$ cat config.mk
export PLATFORM = sky130hd
export DESIGN_NAME = rst_sequencer
export DESIGN_NICKNAME = d
export VERILOG_FILES = /design/src/rtl/rst_sequencer_pkg.sv /design/src/rtl/rst_sequencer_sync.sv /design/src/rtl/rst_sequencer.sv
export SDC_FILE = /design/constraint.sdc
export NUM_CORES = 1
export LEC_CHECK = 0
export CAP_MARGIN = 20
export CELL_PAD_IN_SITES_DETAIL_PLACEMENT = 1
export CELL_PAD_IN_SITES_GLOBAL_PLACEMENT = 1
export CORE_ASPECT_RATIO = 0.8
export CORE_UTILIZATION = 44
export CTS_CLUSTER_DIAMETER = 30
export DETAILED_ROUTE_END_ITERATION = 12
export PLACE_DENSITY_LB_ADDON = 0.1
export REMOVE_ABC_BUFFERS = 1
export SYNTH_ARGS = -nofsm -noshare
export SYNTH_HDL_FRONTEND = slang
export SYNTH_SLANG_ARGS = --single-unit
$ cat constraint.sdc
create_clock -name clk_i -period 2.01 [get_ports clk_i]
set_input_delay 0.201 -clock clk_i [delete_from_list [all_inputs] [get_ports clk_i]]
set_output_delay 0.201 -clock clk_i [all_outputs]
set_load 0.005 [all_outputs]
$ cat src/rtl/rst_sequencer_pkg.sv
// Shared types and default constants for the staged reset sequencer.
package rst_sequencer_pkg;

   typedef enum logic [1:0] {
      WAIT_LOCK = 2'd0,
      STABILIZE = 2'd1,
      RELEASE   = 2'd2,
      RUN       = 2'd3
   } seq_state_e;

   localparam int unsigned DefNumStages    = 3;
   localparam int unsigned DefSyncStages   = 2;
   localparam int unsigned DefStableCycles = 1024;
   localparam int unsigned DefStageGap     = 16;

   // Width of the shared counter: it must hold values up to max(a, b) - 1.
   function automatic int unsigned cnt_width(int unsigned a, int unsigned b);
      int unsigned m;
      m = (a > b) ? a : b;
      return (m < 2) ? 1 : $clog2(m);
   endfunction

endpackage

$ cat src/rtl/rst_sequencer_sync.sv
// Multi-flop synchronizer bringing the asynchronous PLL lock into clk_i.
module rst_sequencer_sync
   import rst_sequencer_pkg::*;
#(
   parameter int unsigned SyncStages = DefSyncStages
) (
   input  logic clk_i,
   input  logic rst_ni,
   input  logic d_i,
   output logic q_o
);

   logic [SyncStages-1:0] sync_q;

   // Shift the raw input through the flop chain; reset forces "not locked".
   always_ff @(posedge clk_i) begin
      // NOTE: sequential state uses non-blocking assignments so every flop
      // samples the pre-edge value of its neighbour, giving a true shift chain.
      if (!rst_ni) begin
         sync_q <= '0;
      end else begin
         sync_q <= {sync_q[SyncStages-2:0], d_i};
      end
   end

   assign q_o = sync_q[SyncStages-1];

endmodule

$ cat src/rtl/rst_sequencer.sv
// Staged reset sequencer: waits for a stable PLL lock, then releases
// NumStages active-low resets one after another, StageGap cycles apart.
// Optional feature macro: RST_SEQ_LOCK_LOST_CNT_EN adds lock_lost_cnt_o,
// an 8-bit saturating count of lock losses seen while running.
module rst_sequencer
   import rst_sequencer_pkg::*;
#(
   parameter int unsigned NumStages    = DefNumStages,
   parameter int unsigned SyncStages   = DefSyncStages,
   parameter int unsigned StableCycles = DefStableCycles,
   parameter int unsigned StageGap     = DefStageGap
) (
   input  logic                 clk_i,
   input  logic                 rst_ni,
   input  logic                 locked_i,
   input  logic                 sw_rst_req_i,
   output logic [NumStages-1:0] rst_stage_no,
   output logic                 rst_done_o,
   output logic                 lock_lost_o
`ifdef RST_SEQ_LOCK_LOST_CNT_EN
   ,
   output logic [7:0]           lock_lost_cnt_o
`endif
);

   localparam int unsigned CntW = cnt_width(StableCycles, StageGap);
   localparam logic [CntW-1:0] StableLast = CntW'(StableCycles - 1);
   localparam logic [CntW-1:0] GapLast    = CntW'(StageGap - 1);

   seq_state_e           state_q, state_d;
   logic [CntW-1:0]      cnt_q, cnt_d;
   logic [NumStages-1:0] stage_q, stage_d;
   logic                 done_q, done_d;
   logic                 lost_q, lost_d;
   logic                 lock_s;
   logic [NumStages:0]   stage_ext;
   logic [NumStages-1:0] stage_shift;

   rst_sequencer_sync #(
      .SyncStages(SyncStages)
   ) u_sync (
      .clk_i (clk_i),
      .rst_ni(rst_ni),
      .d_i   (locked_i),
      .q_o   (lock_s)
   );

   // Next release pattern: shift one more '1' in from bit 0, so the released
   // set is always a contiguous run starting at bit 0 (monotonic release).
   assign stage_ext   = {stage_q, 1'b1};
   assign stage_shift = stage_ext[NumStages-1:0];

   // Next-state and next-output logic of the sequencing FSM.
   always_comb begin
      // NOTE: every variable gets a default before the case, so paths that do
      // not assign it hold their value instead of inferring a latch.
      state_d = state_q;
      cnt_d   = cnt_q;
      stage_d = stage_q;
      done_d  = done_q;
      lost_d  = lost_q;
      unique case (state_q)
         WAIT_LOCK: begin
            stage_d = '0;
            done_d  = 1'b0;
            if (lock_s) begin
               state_d = STABILIZE;
               cnt_d   = '0;
            end
         end
         STABILIZE: begin
            if (!lock_s) begin
               state_d = WAIT_LOCK;
               cnt_d   = '0;
               stage_d = '0;
               done_d  = 1'b0;
            end else if (cnt_q == StableLast) begin
               cnt_d   = '0;
               stage_d = NumStages'(1);
               if (NumStages == 1) begin
                  state_d = RUN;
                  done_d  = 1'b1;
               end else begin
                  state_d = RELEASE;
               end
            end else begin
               cnt_d = cnt_q + CntW'(1);
            end
         end
         RELEASE: begin
            if (!lock_s) begin
               state_d = WAIT_LOCK;
               cnt_d   = '0;
               stage_d = '0;
               done_d  = 1'b0;
            end else if (cnt_q == GapLast) begin
               cnt_d   = '0;
               stage_d = stage_shift;
               if (stage_shift[NumStages-1]) begin
                  state_d = RUN;
                  done_d  = 1'b1;
               end
            end else begin
               cnt_d = cnt_q + CntW'(1);
            end
         end
         RUN: begin
            // Lock loss has priority over a software request.
            if (!lock_s) begin
               state_d = WAIT_LOCK;
               cnt_d   = '0;
               stage_d = '0;
               done_d  = 1'b0;
               lost_d  = 1'b1;
            end else if (sw_rst_req_i) begin
               state_d = STABILIZE;
               cnt_d   = '0;
               stage_d = '0;
               done_d  = 1'b0;
            end
         end
         default: begin
            state_d = WAIT_LOCK;
            cnt_d   = '0;
            stage_d = '0;
            done_d  = 1'b0;
         end
      endcase
   end

   // State, counter and registered outputs with synchronous reset.
   always_ff @(posedge clk_i) begin
      if (!rst_ni) begin
         state_q <= WAIT_LOCK;
         cnt_q   <= '0;
         stage_q <= '0;
         done_q  <= 1'b0;
         lost_q  <= 1'b0;
      end else begin
         state_q <= state_d;
         cnt_q   <= cnt_d;
         stage_q <= stage_d;
         done_q  <= done_d;
         lost_q  <= lost_d;
      end
   end

   assign rst_stage_no = stage_q;
   assign rst_done_o   = done_q;
   assign lock_lost_o  = lost_q;

`ifdef RST_SEQ_LOCK_LOST_CNT_EN
   logic [7:0] lost_cnt_q;

   // Saturating count of lock losses observed while in RUN.
   always_ff @(posedge clk_i) begin
      if (!rst_ni) begin
         lost_cnt_q <= '0;
      end else if ((state_q == RUN) && !lock_s && (lost_cnt_q != 8'hFF)) begin
         lost_cnt_q <= lost_cnt_q + 8'd1;
      end
   end

   assign lock_lost_cnt_o = lost_cnt_q;
`endif

endmodule

Word-level counts from Yosys, hierarchy flattened

Cells that the tools add are included.

$add $sub $neg: 1
Eq/ne operators: 11
Multiplexer cells: 31
Bitwise operators: 1
Reduce and logical (&&, ||, !) cells: 6

Operator list:

| kind                                                              | number |
|---|---|
| 10-bit two-way mux                                                | 7 |
| 10-bit one-hot mux with 4 select lines                            | 1 |
| 3-bit two-way mux                                                 | 6 |
| 2-bit two-way mux                                                 | 8 |
| 3-bit != test (second input constant)                             | 4 |
| 3-bit one-hot mux with 4 select lines                             | 1 |
| 10-bit by 1-bit adder with 10-bit output (second input constant)  | 1 |
| 10-bit == test (second input constant)                            | 1 |
| 10-bit by 4-bit == test with 1-bit output (second input constant) | 1 |
| 2-bit one-hot mux with 4 select lines                             | 1 |
| 1-bit two-way mux                                                 | 6 |
| 5-bit AND reduction                                               | 1 |
| 2-bit == test (second input constant)                             | 2 |
| 1-bit one-hot mux with 4 select lines                             | 1 |
| 2-bit AND reduction                                               | 2 |
| 4-bit AND reduction                                               | 1 |
| 3-bit AND reduction                                               | 1 |
| 2-bit by 1-bit == test with 1-bit output (second input constant)  | 1 |
| 2-bit zero test                                                   | 1 |
| 2-bit by 1-bit != test with 1-bit output (second input constant)  | 1 |
| 2-bit != test (second input constant)                             | 1 |
| 1-bit NOT                                                         | 1 |

Bits in registers: 19
Bits of input ports: 4
Output and inout bits: 5
Word-level logic and storage cells: 56

Longest topological paths before layout

Gate-level depths: netlist of the first run.

Word-level depth: 4
Gate-level depth with buffers: 7

By module

From an unflattened synthesis of the first run, not the netlist that was laid out.

Cells, all modules: 131
Area, all modules: 1147.4 µm²

By module, submodules not included:

| module             | times used | cells an instance | area each (µm²) | seq. area each (µm²) |
|---|---|---|---|---|
| rst_sequencer      | 1          | 127               | 1094.8          | 340.3 |
| rst_sequencer_sync | 1          | 4                 | 52.6            | 40.0 |

Worst setup path before layout of the first run

No wires, ideal clock.

Path kind: flip-flop to flip-flop
Start: register cnt_q[0]
End: register cnt_q[5]
Data arrival time: 1.542 ns
Data required time: 1.914 ns
Setup slack: 0.372 ns
Cell stages (with the launch flop): 7
Path buffers: 1
Clock period less this slack: 1.638 ns
Cells stage by stage: dfxtp_1 ha_1 and3_1 buf_2 a41oi_2 o2111ai_2 o311ai_1

Longest elaborated chain between the ends: 4
Elaborated cells between the ends (all ways): 8

RTL lines:

| element                                                                | line                                      | RTL |
|---|---|---|
| start: declaration                                                     | rst_sequencer.sv:31                       | `logic [CntW-1:0] cnt_q, cnt_d;` |
| start signal: assignment                                               | rst_sequencer.sv:141                      | `cnt_q <= cnt_d;` |
| 10-bit by 1-bit adder with 10-bit output, or another cell as far along | rst_sequencer.sv:87, rst_sequencer.sv:104 |  |
| 10-bit two-way mux (on tied branches)                                  | rst_sequencer.sv:96, rst_sequencer.sv:77  |  |
| 10-bit two-way mux (on tied branches)                                  | rst_sequencer.sv:91, rst_sequencer.sv:72  |  |
| 10-bit one-hot mux with 4 select lines (*)                             | rst_sequencer.sv:62                       | `unique case (state_q)` |

Mark *: on every way between the ends. The rest lies on a longest branch, timed or not.
A chain may end at the register's enable or synchronous reset.

Worst setup path in the final report of the first run

Start: register state_q[0]
End: register stage_q[2] (netlist: rst_stage_no[2])

Longest elaborated chain between the ends: 3
Elaborated cells between the ends (all ways): 9

RTL lines:

| element                                                                   | line                 | RTL |
|---|---|---|
| start: declaration                                                        | rst_sequencer.sv:30  | `seq_state_e state_q, state_d;` |
| start signal: assignment                                                  | rst_sequencer.sv:140 | `state_q <= state_d;` |
| 2-bit == test or 2-bit by 1-bit == test with 1-bit output (tied branches) | rst_sequencer.sv:62  |  |
| 3-bit != test (no source line)                                            | -                    |  |
| 3-bit AND reduction (no source line)                                      | -                    |  |
| end signal: assignment                                                    | rst_sequencer.sv:142 | `stage_q <= stage_d;` |
| end: declaration                                                          | rst_sequencer.sv:32  | `logic [NumStages-1:0] stage_q, stage_d;` |

Several ways; a longest one is shown, not always the timed one.

==> metrics.csv, run 1 <==
metric,value,unit
status,"complete, no violations",
Hold Path Class,register to register,
"Core Util, Final",0.553,
worst path cell trace,inv_1 > ha_1 > inv_1 > a31oi_4 > buf_4 > nor3_2 > mux2i_1,
maxcap violations,0,
RePlAce Congestion,0.803,
synth unique cells,41,
cts hold-fix bufs,0,
crit path kind,register to register,
port buffer count,8,
Clock Skews,0.00799,ns
NetSw,272,µW
Num CTS Buffers,3,
diode count,0,
"Cell Count, Final, Fillers Out",180,
post-detail-place hpwl,2.34,mm
Die Y-Extent,49.0,µm
startpoint types,register,
placed insts,176,
post-route ant nets,0,
Initial Utilization,0.479,
chip width,60.8,µm
Final Max Tran Viols,0,
DP Worst Slack,0.0398,ns
Clock Power Share,0.245,
Comb power frac,0.267,
Worst Path Buf+Inv,3,
CP max FO,12,
clock buffer depth,2,
htree depth,1,
Global Route Usage Sum,0.250,
slowest CP cell,dfxtp_1,
Worst IR Drop VDD,0.000406,V
cell family with most CP delay,buffers and inverters,
dominant synthesized flop cell,dfxtp_1,
Flop pwr share,0.488,
Yosys warnings,0,
Post-CTS Repair Setup Buffers,0,
I/O Pins,9,
Worst EP arrival,2.15,ns
endpoint class of the critical path,register,
Core ar.,2540,µm²
Slew Limit Headroom,0.700,
Sw Ratio,0.335,
"Reg clk slew, reported paths",0.12,ns
initial antenna violation count,0,
TritonCTS clock tree,done,
Final WS setup,0.0865,ns
share of layout cells above drive strength 1,0.188,
Post-Synthesis Mean Instance Area,9.15,µm²
vias,1111,
vias per cell,6.17,
max incr delay on CP,0.43,ns
Final Hold Fails,0,
unrepaired setup endpoints after global routing,true,
"EDFF count, synth",0,
Tmin final,1.92,ns
Initial DRC Count,45,
clk sink count,19,
Post-Syn Area,1220,µm²
clk_lat worst skew,0.30,ns
Final Setup Violations,0,
Worst Path Required,2.24,ns
area grow syn2layout,15.5,%
post-synthesis register bit count,19,
cell mode on critical path,inv_1,
register area share after synthesis,0.312,
TNS Setup,0,ns
die area,2980,µm²
final WL,3.19,mm
vias in the first global route,1116,
CTS root buf,clkbuf_4,
router iterations before antenna repair,4,
final net count,154,
first-pass GRT wire length,5.54,mm
Post-synth ARST share,0,
number of core rows,16,
Fmax achieved,520,MHz
Pwr Density,577,nW/µm²
design internal power,540,µW
largest net degree at the start of global routing,25,
Slew @ Worst Pin,0.449,ns
DRC viols,0,
average wire per standard cell,17.7,µm
crit share post-route,0.957,
Mapped Cells,133,
total gr overflow,0,
leakage power,0.000496,µW
## routing by layer
metal	vias to the layer above	global-route usage	wire length, µm
met3	2	0.0716	176
met4	0	0.0341	13
met2	35	0.359	1430
met1	536	0.376	1580
met5	-	0	0
li1	538	-	-
## state kept, by name, indices dropped and copies added, names as in the netlist
register	cells
state_q	2
rst_done_o	1
lock_lost_o	1
u_sync.sync_q	2
rst_stage_no	3
cnt_q	10
## metrics by stage
step | total power (µW) | hold slack [ns] | area (µm²)
final | 812 | 0.458 | 1410
after global routing | 851 | 0.471 | 1410
after CTS | 817 | 0.463 | 1400
after detailed placement | 615 | 0.432 | 1370
after global placement | 609 | 0.415 | 1370
after floorplan | 518 | 0.319 | 1160
## synthesized netlist by cell type, types with 2 or more instances
master | instances | share of area
nor3_2 | 2 | 0.016
o311ai_1 | 6 | 0.043
nand3_1 | 14 | 0.058
o2111ai_1 | 9 | 0.065
dfxtp_1 | 19 | 0.31
nand2_1 | 9 | 0.028
buf_2 | 4 | 0.016
o211ai_1 | 3 | 0.018
nand4_1 | 3 | 0.015
mux2i_1 | 5 | 0.041
a31oi_1 | 2 | 0.010
and3_1 | 2 | 0.010
o21a_1 | 2 | 0.012
and2_1 | 4 | 0.021
nor2_1 | 2 | 0.0062
inv_1 | 10 | 0.031
a41oi_1 | 2 | 0.014
clkbuf_1 | 6 | 0.018
a21boi_1 | 2 | 0.012
a41oi_2 | 2 | 0.027
ha_1 | 5 | 0.051
## worst register-to-register path, stage by stage (launching register included)
cell and delay (ns):
dfxtp_1 0.43, inv_1 0.09, ha_1 0.30, inv_1 0.16
a31oi_4 0.06, buf_4 0.22, nor3_2 0.36, mux2i_1 0.23
## power groups by stage
stage,Combinational [µW],Sequential [µW],Clock [µW]
3_3_place_gp,205,404,0
3_5_place_dp,211,404,0
2_1_floorplan,117,402,0
6_report,217,396,199
4_1_cts,212,396,209
5_1_grt,235,398,218
## cell families (layout without fill, tap and decap cells)
group,after synthesis,in the layout,share of synthesized area
simple gates,44,44,0.216
buf+inv,22,33,0.0781
compound gates,37,37,0.292
mux,6,6,0.0504
fa+ha+maj,5,5,0.0514
flops,19,19,0.312
## what timing repair did
action / in CTS / in global routing
endpoints found under the setup margin: 0 / 7
hold endpoints to repair: 0 / 0
resized for setup: 0 / 1
## placed cells by master, fill, tap and decap left out, types with 3 or more instances in the layout
| cell type | instances |
|---|---|
| clkdlybuf4s50_1 | 8 |
| and2_1 | 4 |
| nand4_1 | 3 |
| inv_1 | 10 |
| nand3_1 | 14 |
| o311ai_1 | 6 |
| ha_1 | 5 |
| dfxtp_1 | 19 |
| buf_4 | 11 |
| clkbuf_4 | 3 |
| nand2_1 | 9 |
| o211ai_1 | 3 |
| o2111ai_1 | 9 |
| mux2i_1 | 5 |
## layout make-up
| type | instances | area (µm²) |
|---|---|---|
| fill | 303 | 1140 |
| sequential | 19 | 380 |
| timing repair buffer | 19 | 163 |
| clock inverter | 1 | 5.00 |
| multi-input combinational | 92 | 753 |
| tap | 36 | 45.0 |
| clock buffer | 3 | 22.5 |
| inverter | 10 | 37.5 |
## worst paths after layout
path,startpoint,slack [ns],to,depth (start not counted)
max reg2reg,state_q[0],0.09,rst_stage_no[2],7
min reg2reg,u_sync.sync_q[0],0.46,u_sync.sync_q[1],1
max,state_q[0],0.09,rst_stage_no[2],7
min,u_sync.sync_q[0],0.46,u_sync.sync_q[1],1
Note: power is estimated with default switching activity, not from simulation.
==> run 2, diff against run 1 <==
CELL_PAD_IN_SITES_DETAIL_PLACEMENT = not set   (was 1)
CELL_PAD_IN_SITES_GLOBAL_PLACEMENT = not set   (was 1)
CORE_UTILIZATION = 57   (was 44)
PLACE_DENSITY = 0.78   (was not set)
PLACE_DENSITY_LB_ADDON = not set   (was 0.1)
==> run 2 against run 1 <==
  * Critical path depth shrank 2
  * Maximum frequency grew 3.9%
  * Largest power group unchanged
  * Clock skew down 0.0039 ns
==> metrics.csv, run 2 (synthesis results as in run 1) <==
metric,value,unit
Initial Utilization,0.626,
cts hold-fix bufs,0,
post-detail-place hpwl,2.07,mm
Initial DRC Count,31,
max reg flops,10,
final WL,2.78,mm
number of core rows,14,
share of layout cells above drive strength 1,0.188,
Hold Path Class,register to register,
Post-CTS Repair Setup Buffers,0,
slowest CP cell,dfxtp_1,
endpoint class of the critical path,register,
startpoint types,register,
total gr overflow,0,
htree depth,1,
status,"complete, no violations",
"Reg clk slew, reported paths",0.11,ns
Final Hold Fails,0,
I/O Pins,9,
clk sink count,19,
Slew Limit Headroom,0.671,
TritonCTS clock tree,done,
RePlAce Congestion,0.862,
DRC viols,0,
crit path kind,register to register,
chip width,53.7,µm
clock buffer depth,2,
Pwr Density,572,nW/µm²
diode count,0,
unrepaired setup endpoints after global routing,false,
Tmin final,1.85,ns
CP max FO,8,
router iterations before antenna repair,4,
post-route ant nets,0,
Worst EP arrival,2.05,ns
Worst IR Drop VDD,0.000566,V
vias in the first global route,960,
port buffer count,8,
Fmax achieved,540,MHz
vias,1098,
first-pass GRT wire length,4.42,mm
CTS root buf,clkbuf_4,
Final Max Tran Viols,0,
largest net degree at the start of global routing,16,
initial antenna violation count,0,
clk_lat worst skew,0.30,ns
Worst Path Required,2.21,ns
Final Power,796,µW
average wire per standard cell,16.5,µm
TNS Setup,0,ns
Die Y-Extent,43.3,µm
Slew @ Worst Pin,0.493,ns
max incr delay on CP,0.45,ns
leakage power,0.000496,µW
Global Route Usage Sum,0.264,
most frequent cells in the layout,"19 x dfxtp_1, 14 x nand3_1, 11 x buf_4, 10 x inv_1",
worst path cell trace,inv_1 > ha_1 > and2_1 > o2111ai_4 > o311ai_1,
area grow syn2layout,14.3,%
"commonest non-fill, non-tap cell in the layout",dfxtp_1,
final net count,154,
largest register by flop count,cnt_q,
die area,2330,µm²
crit share post-route,0.921,
vias per cell,6.54,
Final Setup Violations,0,
Core ar.,1940,µm²
maxcap violations,0,
Num CTS Buffers,3,
Clock Skews,0.00405,ns
-- run 2: where the power goes --
part | switching (µW) | internal (µW) | total, µW | leakage [µW]
combinational | 127 | 76.4 | 203 | 0.000325
sequential | 11.6 | 385 | 396 | 0.000154
clock | 122 | 74.2 | 196 | 0.0000177
-- run 2: cell type report --
cell class | count | area (µm²)
Multi-Input combinational cell | 92 | 753
Clock buffer | 3 | 22.5
Fill cell | 149 | 553
Clock inverter | 1 | 5.00
Timing Repair Buffer | 19 | 163
Sequential cell | 19 | 380
Inverter | 10 | 37.5
Tap cell | 24 | 30.0
-- run 2: worst paths after layout --
path	cells after the start	slack, ns	end	startpoint
hold / removal	1	0.45	u_sync.sync_q[1]	u_sync.sync_q[0]
setup / recovery	5	0.16	cnt_q[7]	state_q[1]
hold reg to reg	1	0.45	u_sync.sync_q[1]	u_sync.sync_q[0]
setup reg to reg	5	0.16	cnt_q[7]	state_q[1]
-- run 2: critical path, delay by kind of cell (launching register included) --
family,cells,cell delay (ns)
AOI/OAI and AO/OA,2,0.55
adders and majority gates,1,0.30
buffers and inverters,1,0.10
DFF,1,0.45
and+or+nand+nor,1,0.35
-- run 2: layer usage --
| layer | wire length, µm | share of wire | global-route usage | up-vias |
|---|---|---|---|---|
| li1 | - | - | - | 539 |
| met5 | 0 | 0 | 0 | - |
| met1 | 1300 | 0.47 | 0.357 | 513 |
| met2 | 1250 | 0.45 | 0.405 | 44 |
| met4 | 19 | 0.0068 | 0.0632 | 0 |
| met3 | 203 | 0.073 | 0.0842 | 2 |
-- run 2: through the flow --
stage          cells  utilization  hold WS [ns]  instance area, µm²  worst slack [ns]
4_1_cts          168        0.710         0.455                1380             0.128
6_report         168        0.716         0.452                1390             0.159
2_1_floorplan    121            -         0.319                1160             0.177
3_5_place_dp     164        0.696         0.427                1350             0.153
5_1_grt          168        0.716         0.468                1390           0.00976
3_3_place_gp     164        0.696         0.416                1350             0.205
-- run 2: repair_timing --
item,in CTS,in global routing
hold endpoints to repair,0,0
gates resized for setup,0,1
setup endpoints to repair,0,5
==> run 3, diff against run 2 <==
CORE_UTILIZATION = 51   (was 57)
PLACE_DENSITY = 0.74   (was 0.78)
clock period = 1.5 ns   (was 2.01 ns; I/O delays follow)
==> run 3 against run 2 <==
  * The flow now finishes with violations (negative setup slack)
  * Sequential power rose by 36%
  * Sequential share of layout area fell by 5.0 points
  * Critical path depth rose by 1
  * First-iteration DRC count rose to 2.5 times the previous value
  * Global-route usage rose by 1.4 points
  * Routed wire length rose by 37%
  * Via count rose by 17%
  * Setup slack got worse by 0.37 ns
  * Largest cell class unchanged
==> metrics.csv, run 3 (synthesis results as in run 1) <==
metric,value,unit
Worst EP arrival,1.96,ns
chip width,56.6,µm
router iterations before antenna repair,4,
Initial DRC Count,78,
Die Y-Extent,45.7,µm
status,finished with violations,
met1 GRT Util,0.357,
diode count,0,
share of layout cells above drive strength 1,0.452,
Tmin final,1.71,ns
Final Power,1270,µW
I/O Pins,9,
average wire per standard cell,19.7,µm
TritonCTS clock tree,done,
cts hold-fix bufs,0,
Fmax achieved,586,MHz
max reg flops,10,
largest net degree at the start of global routing,18,
Filler Cell Count,132,
DRC viols,0,
grt met2 use,0.496,
total gr overflow,0,
Hold Path Class,input pin to register,
GRT busiest layer,met2,
initial antenna violation count,0,
Final Setup Violations,16,
met3 Resource Use GR,0.0625,
crit share post-route,1.14,
most frequent cells in the layout,"31 x buf_4, 14 x dfxtp_1, 13 x nand3_1, 9 x nand2_1, 8 x clkdlybuf4s50_1",
Pwr Density,726,nW/µm²
maxcap violations,0,
"commonest non-fill, non-tap cell in the layout",buf_4,
largest register by flop count,cnt_q,
unrepaired setup endpoints after global routing,true,
startpoint types,register,
leakage power,0.000633,µW
area grow syn2layout,44.1,%
DP Worst Slack,-0.244,ns
post-route ant nets,0,
R2R depth,6,
Final Hold Fails,0,
clock buffer depth,2,
Slew @ Worst Pin,0.410,ns
vias per cell,6.67,
clk_lat worst skew,0.32,ns
Clock Skews,0.00475,ns
first-pass GRT wire length,5.37,mm
Worst Path Required,1.75,ns
final net count,178,
vias,1288,
Num CTS Buffers,3,
RePlAce Congestion,0.922,
crit path kind,register to register,
clk sink count,19,
Initial Utilization,0.554,
Final Max Tran Viols,0,
post-detail-place hpwl,2.34,mm
die area,2590,µm²
"Reg clk slew, reported paths",0.12,ns
endpoint class of the critical path,register,
Slew Limit Headroom,0.726,
Final WS setup,-0.206,ns
Global Route Usage Sum,0.277,
number of core rows,15,
CP max FO,7,
final WL,3.80,mm
register-to-register setup slack,-0.21,ns
vias in the first global route,1122,
port buffer count,8,
CTS root buf,clkbuf_4,
htree depth,1,
failing checks,negative setup slack,
Hold WS,0.389,ns
Worst IR Drop VDD,0.000984,V
Core ar.,2200,µm²
Cells on Worst Hold Path,2,
-- run 3: area by class of cell --
class | instances | area (µm²) | share of cell area
well taps | 25 | 31.3 | 0.0178
multi-input cells | 92 | 906 | 0.516
inverters | 10 | 40.0 | 0.0228
flip-flops and latches | 19 | 392 | 0.223
clock buffers | 3 | 22.5 | 0.0128
clock inverters | 1 | 5.00 | 0.00285
repair buffers | 43 | 358 | 0.204
-- run 3: final timing paths --
kind | startpoint | to
worst max-delay path | state_q[1] | cnt_q[4]
worst min-delay path | locked_i | u_sync.sync_q[0]
worst max register to register | state_q[1] | cnt_q[4]
worst min register to register | u_sync.sync_q[0] | u_sync.sync_q[1]
-- run 3: power by group --
part / internal, µW / switching [µW]
combinational: 216 / 238
clock: 100 / 183
sequential: 518 / 19.1
-- run 3: per-stage QoR --
stage	std cells	cell area (µm²)	util	TNS [ns]
6_report	193	1750	0.799	-2.33
2_1_floorplan	121	1160	-	-3.12
3_5_place_dp	183	1490	0.678	-2.51
3_3_place_gp	183	1490	0.678	-1.77
5_1_grt	193	1750	0.799	-3.17
4_1_cts	190	1660	0.754	-1.72
-- run 3: timing repair --
item                       in CTS  in global routing
hold endpoints to repair        0                  0
gates resized for setup        26                 14
setup endpoints to repair      16                 16
pin swaps                      15                  7
buffers inserted                3                  3
-- run 3: critical path, cell delays in order (launching register included) --
cell and delay, ns:
dfxtp_4 0.40, ha_4 0.16, and2b_1 0.20, mux2i_2 0.29, o2111ai_4 0.25, buf_4 0.20, o211ai_1 0.14
-- run 3: metal layers --
| metal | wire length [µm] | vias up |
|---|---|---|
| met4 | 112 | 0 |
| met5 | 0 | - |
| met2 | 1800 | 66 |
| met1 | 1590 | 618 |
| li1 | - | 587 |
| met3 | 296 | 17 |
